`config.mk`:
```
export PLATFORM = sky130hd
export DESIGN_NAME = pipeline_ctrl
export DESIGN_NICKNAME = d
export VERILOG_FILES = /design/src/rtl/pipeline_pkg.sv /design/src/rtl/sat_counter.sv /design/src/rtl/pipeline_ctrl.sv
export SDC_FILE = /design/constraint.sdc
export NUM_CORES = 1
export LEC_CHECK = 0
export ABC_CLOCK_PERIOD_IN_PS = 3000
export CAP_MARGIN = 20
export CORE_ASPECT_RATIO = 0.8
export CORE_MARGIN = 2
export CORE_UTILIZATION = 45
export CTS_BUF_LIST = sky130_fd_sc_hd__clkbuf_2 sky130_fd_sc_hd__clkbuf_4 sky130_fd_sc_hd__clkbuf_8
export CTS_CLUSTER_DIAMETER = 40
export DETAILED_ROUTE_END_ITERATION = 8
export PLACE_DENSITY = 0.74
export SLEW_MARGIN = 10
export SYNTH_ARGS = -nofsm -noshare
export SYNTH_HDL_FRONTEND = slang
export SYNTH_SLANG_ARGS = --single-unit
```
`constraint.sdc`:
```
create_clock -name clk -period 3 [get_ports clk]
set_clock_uncertainty 0.1 [all_clocks]
set_input_delay 0.45 -clock clk [delete_from_list [all_inputs] [get_ports clk]]
set_output_delay 0.45 -clock clk [all_outputs]
set_load 0.05 [all_outputs]
```
`src/rtl/pipeline_pkg.sv`:
```
// Shared types and constants for the pipeline hazard/stall controller.
package pipeline_pkg;

    typedef enum logic [0:0] {
        RUN     = 1'b0,
        MD_WAIT = 1'b1
    } pc_state_e;

    localparam logic [4:0]  REG_ZERO       = 5'd0;
    localparam int unsigned MD_LATENCY_DEF = 32;
    localparam int unsigned MD_CNT_W       = 6;

    function automatic logic load_use_hit(
        input logic       memread,
        input logic [4:0] ex_rt,
        input logic [4:0] rs,
        input logic [4:0] rt,
        input logic       use_rs,
        input logic       use_rt
    );
        return memread && (ex_rt != REG_ZERO) &&
               ((use_rs && (ex_rt == rs)) || (use_rt && (ex_rt == rt)));
    endfunction

endpackage

```
`src/rtl/sat_counter.sv`:
```
// Saturating up-counter with synchronous active-low clear.
module sat_counter #(
    parameter int unsigned W = 32
) (
    input  logic         clk_i,
    input  logic         clr_ni,
    input  logic         inc_i,
    output logic [W-1:0] cnt_o
);

    logic [W-1:0] cnt_q;
    logic [W-1:0] cnt_d;

    always_comb begin
        cnt_d = cnt_q;
        if (inc_i && (cnt_q != '1)) begin
            cnt_d = cnt_q + W'(1);
        end
    end

    always_ff @(posedge clk_i) begin
        if (!clr_ni) begin
            cnt_q <= '0;
        end else begin
            cnt_q <= cnt_d;
        end
    end

    assign cnt_o = cnt_q;

endmodule

```
`src/rtl/pipeline_ctrl.sv`:
```
// Pipeline hazard controller: load-use stall, branch/jump flush, mul/div wait.
// Optional mul/div wait state is enabled by defining PIPE_CTRL_MULDIV_EN.
module pipeline_ctrl
    import pipeline_pkg::*;
#(
    parameter int unsigned MD_LATENCY = MD_LATENCY_DEF,
    parameter int unsigned CNT_W      = 32
) (
    input  logic             clk,
    input  logic             reset,
    input  logic [4:0]       id_rs,
    input  logic [4:0]       id_rt,
    input  logic             id_use_rs,
    input  logic             id_use_rt,
    input  logic             id_jop,
    input  logic             id_md_start,
    input  logic             ex_memread,
    input  logic [4:0]       ex_rt,
    input  logic             ex_branch_taken,
    output logic             pc_write,
    output logic             ifid_write,
    output logic             ifid_flush,
    output logic             idex_flush,
    output logic             md_busy,
    output logic             md_done,
    output logic [CNT_W-1:0] stall_cnt,
    output logic [CNT_W-1:0] flush_cnt
);

    pc_state_e state_q;
    pc_state_e state_d;
    logic      load_use;
    logic      md_go;
    logic      md_last;
    logic      stall_inc;
    logic      flush_inc;

    assign load_use = load_use_hit(ex_memread, ex_rt, id_rs, id_rt, id_use_rs, id_use_rt);

`ifdef PIPE_CTRL_MULDIV_EN
    logic [MD_CNT_W-1:0] md_cnt_q;
    logic [MD_CNT_W-1:0] md_cnt_d;

    assign md_go = (state_q == RUN) && id_md_start &&
                   !ex_branch_taken && !load_use && !id_jop;

    // Counter holds remaining wait cycles including the current one, so the
    // wait ends on the cycle whose decrement brings it to zero.
    assign md_last = (state_q == MD_WAIT) && (md_cnt_q == MD_CNT_W'(1));

    always_comb begin
        md_cnt_d = md_cnt_q;
        if (md_go) begin
            md_cnt_d = MD_CNT_W'(MD_LATENCY - 1);
        end else if (state_q == MD_WAIT) begin
            md_cnt_d = md_cnt_q - MD_CNT_W'(1);
        end
    end

    always_ff @(posedge clk) begin
        if (!reset) begin
            md_cnt_q <= '0;
        end else begin
            md_cnt_q <= md_cnt_d;
        end
    end

    assign md_busy = reset && (state_q == MD_WAIT);
    assign md_done = reset && md_last;
`else
    logic unused_md;

    assign unused_md = id_md_start ^ MD_LATENCY[0];
    assign md_go     = 1'b0;
    assign md_last   = 1'b0;
    assign md_busy   = 1'b0;
    assign md_done   = 1'b0;
`endif

    always_ff @(posedge clk) begin
        if (!reset) begin
            state_q <= RUN;
        end else begin
            state_q <= state_d;
        end
    end

    always_comb begin
        state_d = state_q;
        unique case (state_q)
            RUN:     if (md_go)   state_d = MD_WAIT;
            MD_WAIT: if (md_last) state_d = RUN;
            default:              state_d = RUN;
        endcase
    end

    always_comb begin
        pc_write   = 1'b1;
        ifid_write = 1'b1;
        ifid_flush = 1'b0;
        idex_flush = 1'b0;
        stall_inc  = 1'b0;
        flush_inc  = 1'b0;
        if (reset) begin
            unique case (state_q)
                RUN: begin
                    if (ex_branch_taken) begin
                        ifid_flush = 1'b1;
                        idex_flush = 1'b1;
                        flush_inc  = 1'b1;
                    end else if (load_use) begin
                        pc_write   = 1'b0;
                        ifid_write = 1'b0;
                        idex_flush = 1'b1;
                        stall_inc  = 1'b1;
                    end else if (id_jop) begin
                        ifid_flush = 1'b1;
                        flush_inc  = 1'b1;
                    end
                end
                MD_WAIT: begin
                    pc_write   = 1'b0;
                    ifid_write = 1'b0;
                    idex_flush = 1'b1;
                    stall_inc  = 1'b1;
                end
                default: ;
            endcase
        end
    end

    sat_counter #(.W(CNT_W)) u_stall_cnt (
        .clk_i  (clk),
        .clr_ni (reset),
        .inc_i  (stall_inc),
        .cnt_o  (stall_cnt)
    );

    sat_counter #(.W(CNT_W)) u_flush_cnt (
        .clk_i  (clk),
        .clr_ni (reset),
        .inc_i  (flush_inc),
        .cnt_o  (flush_cnt)
    );

endmodule

```
# After elaboration in Yosys (flattened, before gate mapping)
# Cells that the tools add are included.
[op_classes]
reduce_logical = 8
eq_ne = 4
muxes = 17
n_addsub = 2
bitwise_logic = 1
[op_table]
columns = ["op", "count"]
rows = [
  ["32-bit by 1-bit adder with 32-bit output (second input constant)", 2],
  ["32-bit != test (second input constant)", 2],
  ["1-bit 2-to-1 mux", 13],
  ["5-bit == test", 2],
  ["1-bit case mux with 2 select lines", 4],
  ["1-bit logical AND", 6],
  ["5-bit nonzero test", 1],
  ["1-bit logical OR", 1],
  ["1-bit inverter", 1],
]
[word_totals]
word_cells = 35
regBits = 65
input_bits = 23
output_inout_bits = 70

# Depth between registers and ports, before layout
# Gate-level depths: netlist of run 1.
[depth]
depth_word = 9
mapped_depth = 9
mapped_depth_nobuf = 7

# Modules after synthesis
# Synthesis of run 1 repeated with hierarchy kept, for this count alone.
[unflattened]
hier_cells = 431
area_unflattened_um2 = 3632.2
[by_module_without_submodules]
columns = ["mod", "area_per_inst_um2", "n_inst", "cells_each"]
rows = [
  ["sat_counter", 1704.1, 2, 200],
  ["pipeline_ctrl", 224.0, 1, 31],
]

# Worst setup path before layout of run 1
# Ideal clock, no wire load.
[synth_timing]
path_kind = "input-to-output"
start = "input ex_rt[1]"
end = "output ifid_flush"
n_path_buf = 2
path_stages = 7
path_slack_ns = 0.082
arrival_ns = 2.368
path_cell_list = "or4_1 o21ai_2 or2_2 o22ai_1 clkbuf_1 buf_2 nor2_1"
[synth_via]
elab_chain_cells = 8
word_cells_on_any_way = 12
[synth_rtl]
columns = ["element", "line_no", "text"]
rows = [
  ["start: declaration", "pipeline_ctrl.sv:18", "input logic [4:0] ex_rt,"],
  ["5-bit == test", "pipeline_pkg.sv:22", "((use_rs && (ex_rt == rs)) || (use_rt && (ex_rt == rt)));"],
  ["1-bit logical AND", "pipeline_pkg.sv:22", ""],
  ["1-bit logical OR", "pipeline_pkg.sv:22", ""],
  ["1-bit logical AND (*)", "pipeline_pkg.sv:21", "return memread && (ex_rt != REG_ZERO) &&"],
  ["1-bit 2-to-1 mux (*)", "pipeline_ctrl.sv:111", "end else if (load_use) begin"],
  ["1-bit 2-to-1 mux (*)", "pipeline_ctrl.sv:107", "if (ex_branch_taken) begin"],
  ["1-bit 2-to-1 mux (*)", "pipeline_ctrl.sv:105", "unique case (state_q)"],
  ["1-bit 2-to-1 mux (*)", "pipeline_ctrl.sv:104", "if (reset) begin"],
  ["end: declaration", "pipeline_ctrl.sv:22", "output logic ifid_flush,"],
]
# Mark *: on every way between the ends. The rest lies on a longest branch, timed or not.

# Final worst setup path of run 1
# Same ends and word-level chain as after synthesis.

==> results of run 1 <==
## Yosys cell counts, drive strengths merged (4+ instances only)
cell    instances
or3             6
inv            11
dfxtp          64
clkbuf         18
a21oi          44
and3            8
o21ai           5
nand3          18
o31ai          40
mux2i          13
nand2b         13
nor2           11
nor3            9
nand2          47
o41ai           4
buf            19
xnor2          11
or4            40
nor4           10
nand4          21
## registers in the layout (all words and copies together) (netlist names)
signal and flops:
u_flush_cnt.cnt_o 32, u_stall_cnt.cnt_o 32
## cell type report
type / instances / area, um2 / share of cell area [%]
Clock buffer: 11 / 138.9 / 2.882
Clock inverter: 4 / 22.52 / 0.4674
Inverter: 11 / 41.29 / 0.8569
Multi-Input combinational cell: 335 / 2156 / 44.74
Sequential cell: 64 / 1281 / 26.59
Tap cell: 108 / 135.1 / 2.804
Timing Repair Buffer: 104 / 1044 / 21.66
## where the power goes
| part | total, uW | switching (uW) | internal, uW |
|---|---|---|---|
| Sequential | 857 | 4.10 | 853 |
| Clock | 642 | 332 | 310 |
| Combinational | 156 | 87.9 | 68.2 |
| Total | 1650 | 424 | 1230 |
## worst max-delay path by stage
stage                                    endpoint     start  slack [ps]  depth (start not counted)
2_1_floorplan                          ifid_flush  ex_rt[1]          80                          7
3_3_place_gp   u_flush_cnt.cnt_o[28]$_SDFFE_PN0P_  ex_rt[1]         120                          8
3_5_place_dp   u_flush_cnt.cnt_o[27]$_SDFFE_PN0P_  ex_rt[1]          20                          8
4_1_cts                                ifid_flush  ex_rt[1]         160                          7
5_1_grt                                ifid_flush  ex_rt[1]         120                          7
6_report                               ifid_flush  ex_rt[1]         180                          7
## metal layers
| metal | up-vias | track usage [%] | wire length (um) |
|---|---|---|---|
| li1 | 1875 | - | - |
| met1 | 1794 | 28.39 | 4426 |
| met2 | 107 | 35.77 | 4452 |
| met3 | 4 | 5.668 | 605 |
| met4 | 0 | 6.757 | 40 |
| met5 | - | 0 | 0 |
## logic make-up (layout without fill, tap and decap cells)
logic type | count (synthesis) | after routing | share of synthesized area (%)
and+or+nand+nor | 202 | 202 | 33.06
AOI/OAI and AO/OA | 105 | 105 | 18.76
DFF | 64 | 64 | 35.37
buffers and inverters | 48 | 130 | 5.769
muxes | 13 | 13 | 3.592
xor gates and xnor gates | 11 | 11 | 2.660
adders and majority gates | 2 | 2 | 0.6907
other | 1 | 2 | 0.1035
## worst max-delay path, cell delays in order
cell,delay (ps)
clkdlybuf4s50_1,420
or4_1,560
o21ai_2,190
or2_2,180
o22ai_4,110
nor2_1,200
buf_12,170
## metrics by stage
stage | utilization (%) | instances | total power [uW]
floorplan | - | 447 | 962.8
global placement | 59.15 | 622 | 1028
detailed placement | 59.15 | 622 | 1033
CTS | 61.20 | 637 | 1672
global route | 61.20 | 637 | 1719
finish | 61.20 | 637 | 1655
## cells in the final DEF, fill, tap and decap left out, types with 8 or more instances in the layout
cell	n
clkdlybuf4s50_1	85
dfxtp_1	64
nand2_1	47
a21oi_1	44
or4_1	40
o31ai_1	40
nand4_1	20
nand3_1	18
buf_4	15
nand2b_1	13
mux2i_1	13
inv_1	11
xnor2_1	11
nor2_1	11
nor4_1	10
clkbuf_8	9
and3_1	8
==> impl_metrics.py, run 1 <==
metrics = {
    "status": {
        "status": "finished clean",
    },
    "floorplan": {
        "die_y_um": 84.25,
        "initial_core_util_pct": 46.00,
        "die_w_um": 104.3,
        "rows": 29,
        "ios": 93,
        "coreArea_mm2": 0.007874,
        "dieArea_mm2": 0.008788,
    },
    "clock_network": {
        "numClockSinks": 64,
        "cts_resized": 0,
        "h-tree-depth": 3,
        "postCtsSetupBuffers": 0,
        "cts_buffer_depth": 2,
        "root_buffer": "clkbuf_8",
        "clk_pin_slew_ps": 70,
        "numCtsBuffers": 9,
        "clk_latency_ps": 330,
        "cts_hold_repair.buffers": 0,
        "cts_tree": "done",
    },
    "routing": {
        "drc_errors": 0,
        "vias": 3780,
        "drt_iter0_drc": 162,
        "routedWlPerCell_um": 14.95,
        "routed_wl_um": 9526,
        "vias_per_cell": 5.934,
        "dr.pass1.iters": 5,
        "final_antenna_net_count": 0,
    },
    "placement": {
        "gp_congestion": 0.7641,
        "postPlaceCellArea_mm2": 0.004657,
        "place_ws_ps": 16.67,
        "port_buffers": 89,
        "hpwlAfterDp_um": 6406,
    },
    "min_path": {
        "hp-class": "reg2reg",
        "min_from": "u_stall_cnt.cnt_o[16]$_SDFFE_PN0P_",
        "hold_depth": 2,
        "min_delay_worst_endpoint": "u_stall_cnt.cnt_o[16]$_SDFFE_PN0P_",
    },
    "grt": {
        "grt_pass1_vias": 3508,
        "grt_pass1_wl_um": 16240,
        "grt_overflow": 0,
        "antenna_found_initial": 0,
        "gr-usage-all-layers_pct": 21.85,
        "grt_max_degree": 57,
    },
    "finish": {
        "final_nets": 550,
        "fillers": 727,
        "n_antenna_cell": 0,
        "fin_area_mm2": 0.004818,
        "drive_above_1_share_pct": 8.129,
        "area_delta_synth_final_pct": 33.02,
    },
    "timing": {
        "tightest_slew_ps": 531.5,
        "maxSlewHeadroom_pct": 64.46,
        "worst_slack_ps": 179.7,
        "hold_violations": 0,
        "tns_ps": 0,
        "period_share_pct": 94.01,
        "setup_violations": 0,
        "rsz0062_at_grt": "false",
        "min_period_ps": 2820,
        "fmax_mhz": 354.6,
        "hold_slack_ps": 393.1,
        "drv_slew": 0,
    },
    "yosys": {
        "async_reset_ff_share_pct": 0,
        "synth.largest_area_cell": "dfxtp_1",
        "synth-seq-cells": 64,
        "syn_inst": 446,
        "synth_top_area_share_pct": 35.37,
        "syn_avg_cell_area_um2": 8.122,
        "yosys_warnings": 0,
        "synth_flop_cell": "dfxtp_1",
        "ys_types": 46,
        "synthTopCellsByArea": "dfxtp_1 (35%), o31ai_1 (8.3%), or4_1 (8.3%), a21oi_1 (6.1%), nand2_1 (4.9%)",
        "synth_edf_count": 0,
        "synth_area_mm2": 0.003622,
        "seq_area_frac_synth_pct": 35.37,
    },
    "job": {
        "maxCapViolCount": 0,
    },
    "power_and_ir_drop": {
        "leakage_uw": 0.001430,
        "ir_drop_v": 0.0002185,
        "p_per_area_mw_per_mm2": 343.4,
    },
    "critical_path": {
        "path_max_fanout": 6,
        "endpoint_kind": "output pin",
        "required_ps": 2450,
        "reg2reg_to": "u_flush_cnt.cnt_o[19]$_SDFFE_PN0P_",
        "r2r_cells": 7,
        "ff2ff_setup_slack_ps": 420,
        "start_kind": "input pin",
        "rr_startpoint": "u_flush_cnt.cnt_o[4]$_SDFFE_PN0P_",
        "cp.arrival_ps": 2270,
        "worstSetupPathType": "in2out",
    },
}
(Power assumes the default switching activity.)
==> inputs of run 2 (changes only) <==
--- a/config.mk
+++ b/config.mk
@@ -8,7 +8,6 @@
 export ABC_CLOCK_PERIOD_IN_PS = 3000
 export CAP_MARGIN = 20
 export CORE_ASPECT_RATIO = 0.8
-export CORE_MARGIN = 2
 export CORE_UTILIZATION = 45
 export CTS_BUF_LIST = sky130_fd_sc_hd__clkbuf_2 sky130_fd_sc_hd__clkbuf_4 sky130_fd_sc_hd__clkbuf_8
 export CTS_CLUSTER_DIAMETER = 40
==> run 2 against run 1 <==
  * Die area is 4.2% lower
  * Wire length is 0.86% lower
  * Combinational power hardly changed
  * Critical path depth stayed put
  * Highest routed layer unchanged
  * Global-route usage is 1.2 points higher
  * Sequential cell count stayed put
  * Non-clock buffer count is 2 lower
  * Register-to-register slack better by 20 ps
  * Worst setup slack better by 41 ps
==> impl_metrics.py, run 2 (synthesized netlist as in run 1, its figures left out) <==
metrics = {
    "status": {
        "status": "finished clean",
    },
    "clock_network": {
        "numCtsBuffers": 9,
        "numClockSinks": 64,
        "cts_resized": 0,
        "cts_hold_repair.buffers": 0,
        "cts_buffer_depth": 2,
        "postCtsSetupBuffers": 0,
        "clk_latency_ps": 340,
        "h-tree-depth": 3,
        "clk_pin_slew_ps": 70,
        "root_buffer": "clkbuf_8",
        "cts_tree": "done",
    },
    "timing": {
        "hold_slack_ps": 394.3,
        "period_share_pct": 92.65,
        "drv_slew": 0,
        "maxSlewHeadroom_pct": 64.70,
        "worst_slack_ps": 220.5,
        "hold_violations": 0,
        "rsz0062_at_grt": "false",
        "tns_ps": 0,
        "fmax_mhz": 359.8,
        "min_period_ps": 2780,
        "setup_violations": 0,
        "tightest_slew_ps": 529.4,
    },
    "routing": {
        "vias": 3797,
        "drt_iter0_drc": 225,
        "routed_wl_um": 9444,
        "routedWlPerCell_um": 14.92,
        "drc_errors": 0,
        "vias_per_cell": 5.998,
        "dr.pass1.iters": 4,
        "final_antenna_net_count": 0,
    },
    "grt": {
        "use_met3_pct": 6.229,
        "grt_max_degree": 57,
        "grt_overflow": 0,
        "busiest_layer": "met2",
        "gr-usage-all-layers_pct": 23.09,
        "antenna_found_initial": 0,
        "grt_pass1_wl_um": 15160,
        "grtUsageMet1_pct": 29.15,
        "grt_pass1_vias": 3272,
        "use_met2_pct": 38.39,
    },
    "critical_path": {
        "crit_buf_inv": 2,
        "r2r_cells": 7,
        "path_cells": "clkdlybuf4s50_1 > or4_1 > o21ai_2 > or2_2 > o22ai_4 > nor2_1 > buf_12",
        "worstSetupPathType": "in2out",
        "start_kind": "input pin",
        "reg2reg_to": "u_flush_cnt.cnt_o[23]$_SDFFE_PN0P_",
        "endpoint_kind": "output pin",
        "path_delay_family": "simple AND/OR/NAND/NOR gates",
        "ff2ff_setup_slack_ps": 440,
        "worstSetupEndpoint": "ifid_flush",
        "startpoint": "ex_rt[1]",
        "crit_cells": 7,
        "required_ps": 2450,
        "rr_startpoint": "u_flush_cnt.cnt_o[5]$_SDFFE_PN0P_",
        "worst_path_max_delay_cell": "or4_1",
        "slowest_delay_ps": 550,
        "path_max_fanout": 7,
        "cp.arrival_ps": 2230,
    },
    "min_path": {
        "hp-class": "reg2reg",
    },
    "finish": {
        "final_nets": 548,
        "n_antenna_cell": 0,
        "multi_input_area_mm2": 0.002156,
        "drive_above_1_share_pct": 7.955,
        "final_cell_mix": "clkdlybuf4s50_1 (85), dfxtp_1 (64), nand2_1 (47)",
        "final_common_cell": "clkdlybuf4s50_1",
        "layout.area.seq_mm2": 0.001281,
        "area_delta_synth_final_pct": 34.51,
        "fin_cells": 633,
        "fillers": 663,
    },
    "job": {
        "maxCapViolCount": 0,
    },
    "floorplan": {
        "die_w_um": 102.3,
        "ios": 93,
        "dieArea_mm2": 0.008414,
        "rows": 28,
        "die_y_um": 82.25,
        "initial_core_util_pct": 47.65,
        "coreArea_mm2": 0.007602,
    },
    "placement": {
        "place_ws_ps": 30.75,
        "port_buffers": 89,
        "gp_congestion": 0.7710,
        "hpwlAfterDp_um": 6415,
        "place_inst": 617,
    },
    "power_and_ir_drop": {
        "p_per_area_mw_per_mm2": 374.5,
        "ir_drop_v": 0.0001929,
        "leakage_uw": 0.001453,
    },
}
run 2: final cells by class:
type / instances / area share (%)
repair buffers: 102 / 21.37
flip-flops and latches: 64 / 26.30
clock buffers: 14 / 3.826
well taps: 105 / 2.696
clock inverters: 2 / 0.7191
inverters: 11 / 0.8475
multi-input cells: 335 / 44.25
run 2: report_power, final:
| part | leakage (uW) | switching [uW] | total, uW | internal (uW) |
|---|---|---|---|---|
| registers | 0.000516 | 4.49 | 857 | 853 |
| clock network | 0.000116 | 331 | 814 | 483 |
| logic | 0.000821 | 87.0 | 154 | 67.1 |
run 2: worst min path at each step:
stage / start / to / depth (start not counted)
final: u_flush_cnt.cnt_o[31]$_SDFFE_PN0P_ / u_flush_cnt.cnt_o[31]$_SDFFE_PN0P_ / 2
after floorplan: reset / u_stall_cnt.cnt_o[8]$_SDFFE_PN0P_ / 2
after CTS: u_flush_cnt.cnt_o[31]$_SDFFE_PN0P_ / u_flush_cnt.cnt_o[31]$_SDFFE_PN0P_ / 2
after global routing: u_flush_cnt.cnt_o[19]$_SDFFE_PN0P_ / u_flush_cnt.cnt_o[19]$_SDFFE_PN0P_ / 2
after detailed placement: u_flush_cnt.cnt_o[31]$_SDFFE_PN0P_ / u_flush_cnt.cnt_o[31]$_SDFFE_PN0P_ / 2
after global placement: u_flush_cnt.cnt_o[11]$_SDFFE_PN0P_ / u_flush_cnt.cnt_o[11]$_SDFFE_PN0P_ / 2
run 2: metal layers:
metal / wire [um] / share of wire [%] / up-vias
met5: 0 / 0 / -
met4: 96 / 1.0 / 0
met3: 529 / 5.6 / 9
met2: 4478 / 47 / 121
met1: 4339 / 46 / 1808
li1: - / - / 1859
run 2: worst min-delay path, stage by stage, from the launching register on:
cell     delay (ps)
dfxtp_1         330
o31ai_1          70
a21oi_1          50
run 2: through the flow:
step | utilization (%) | cell area [um2] | power [uW]
finish | 64.09 | 4872 | 1825
global route | 64.09 | 4872 | 1892
CTS | 64.09 | 4872 | 1845
detailed placement | 61.18 | 4651 | 1031
global placement | 61.18 | 4651 | 1026
floorplan | - | 3626 | 962.8
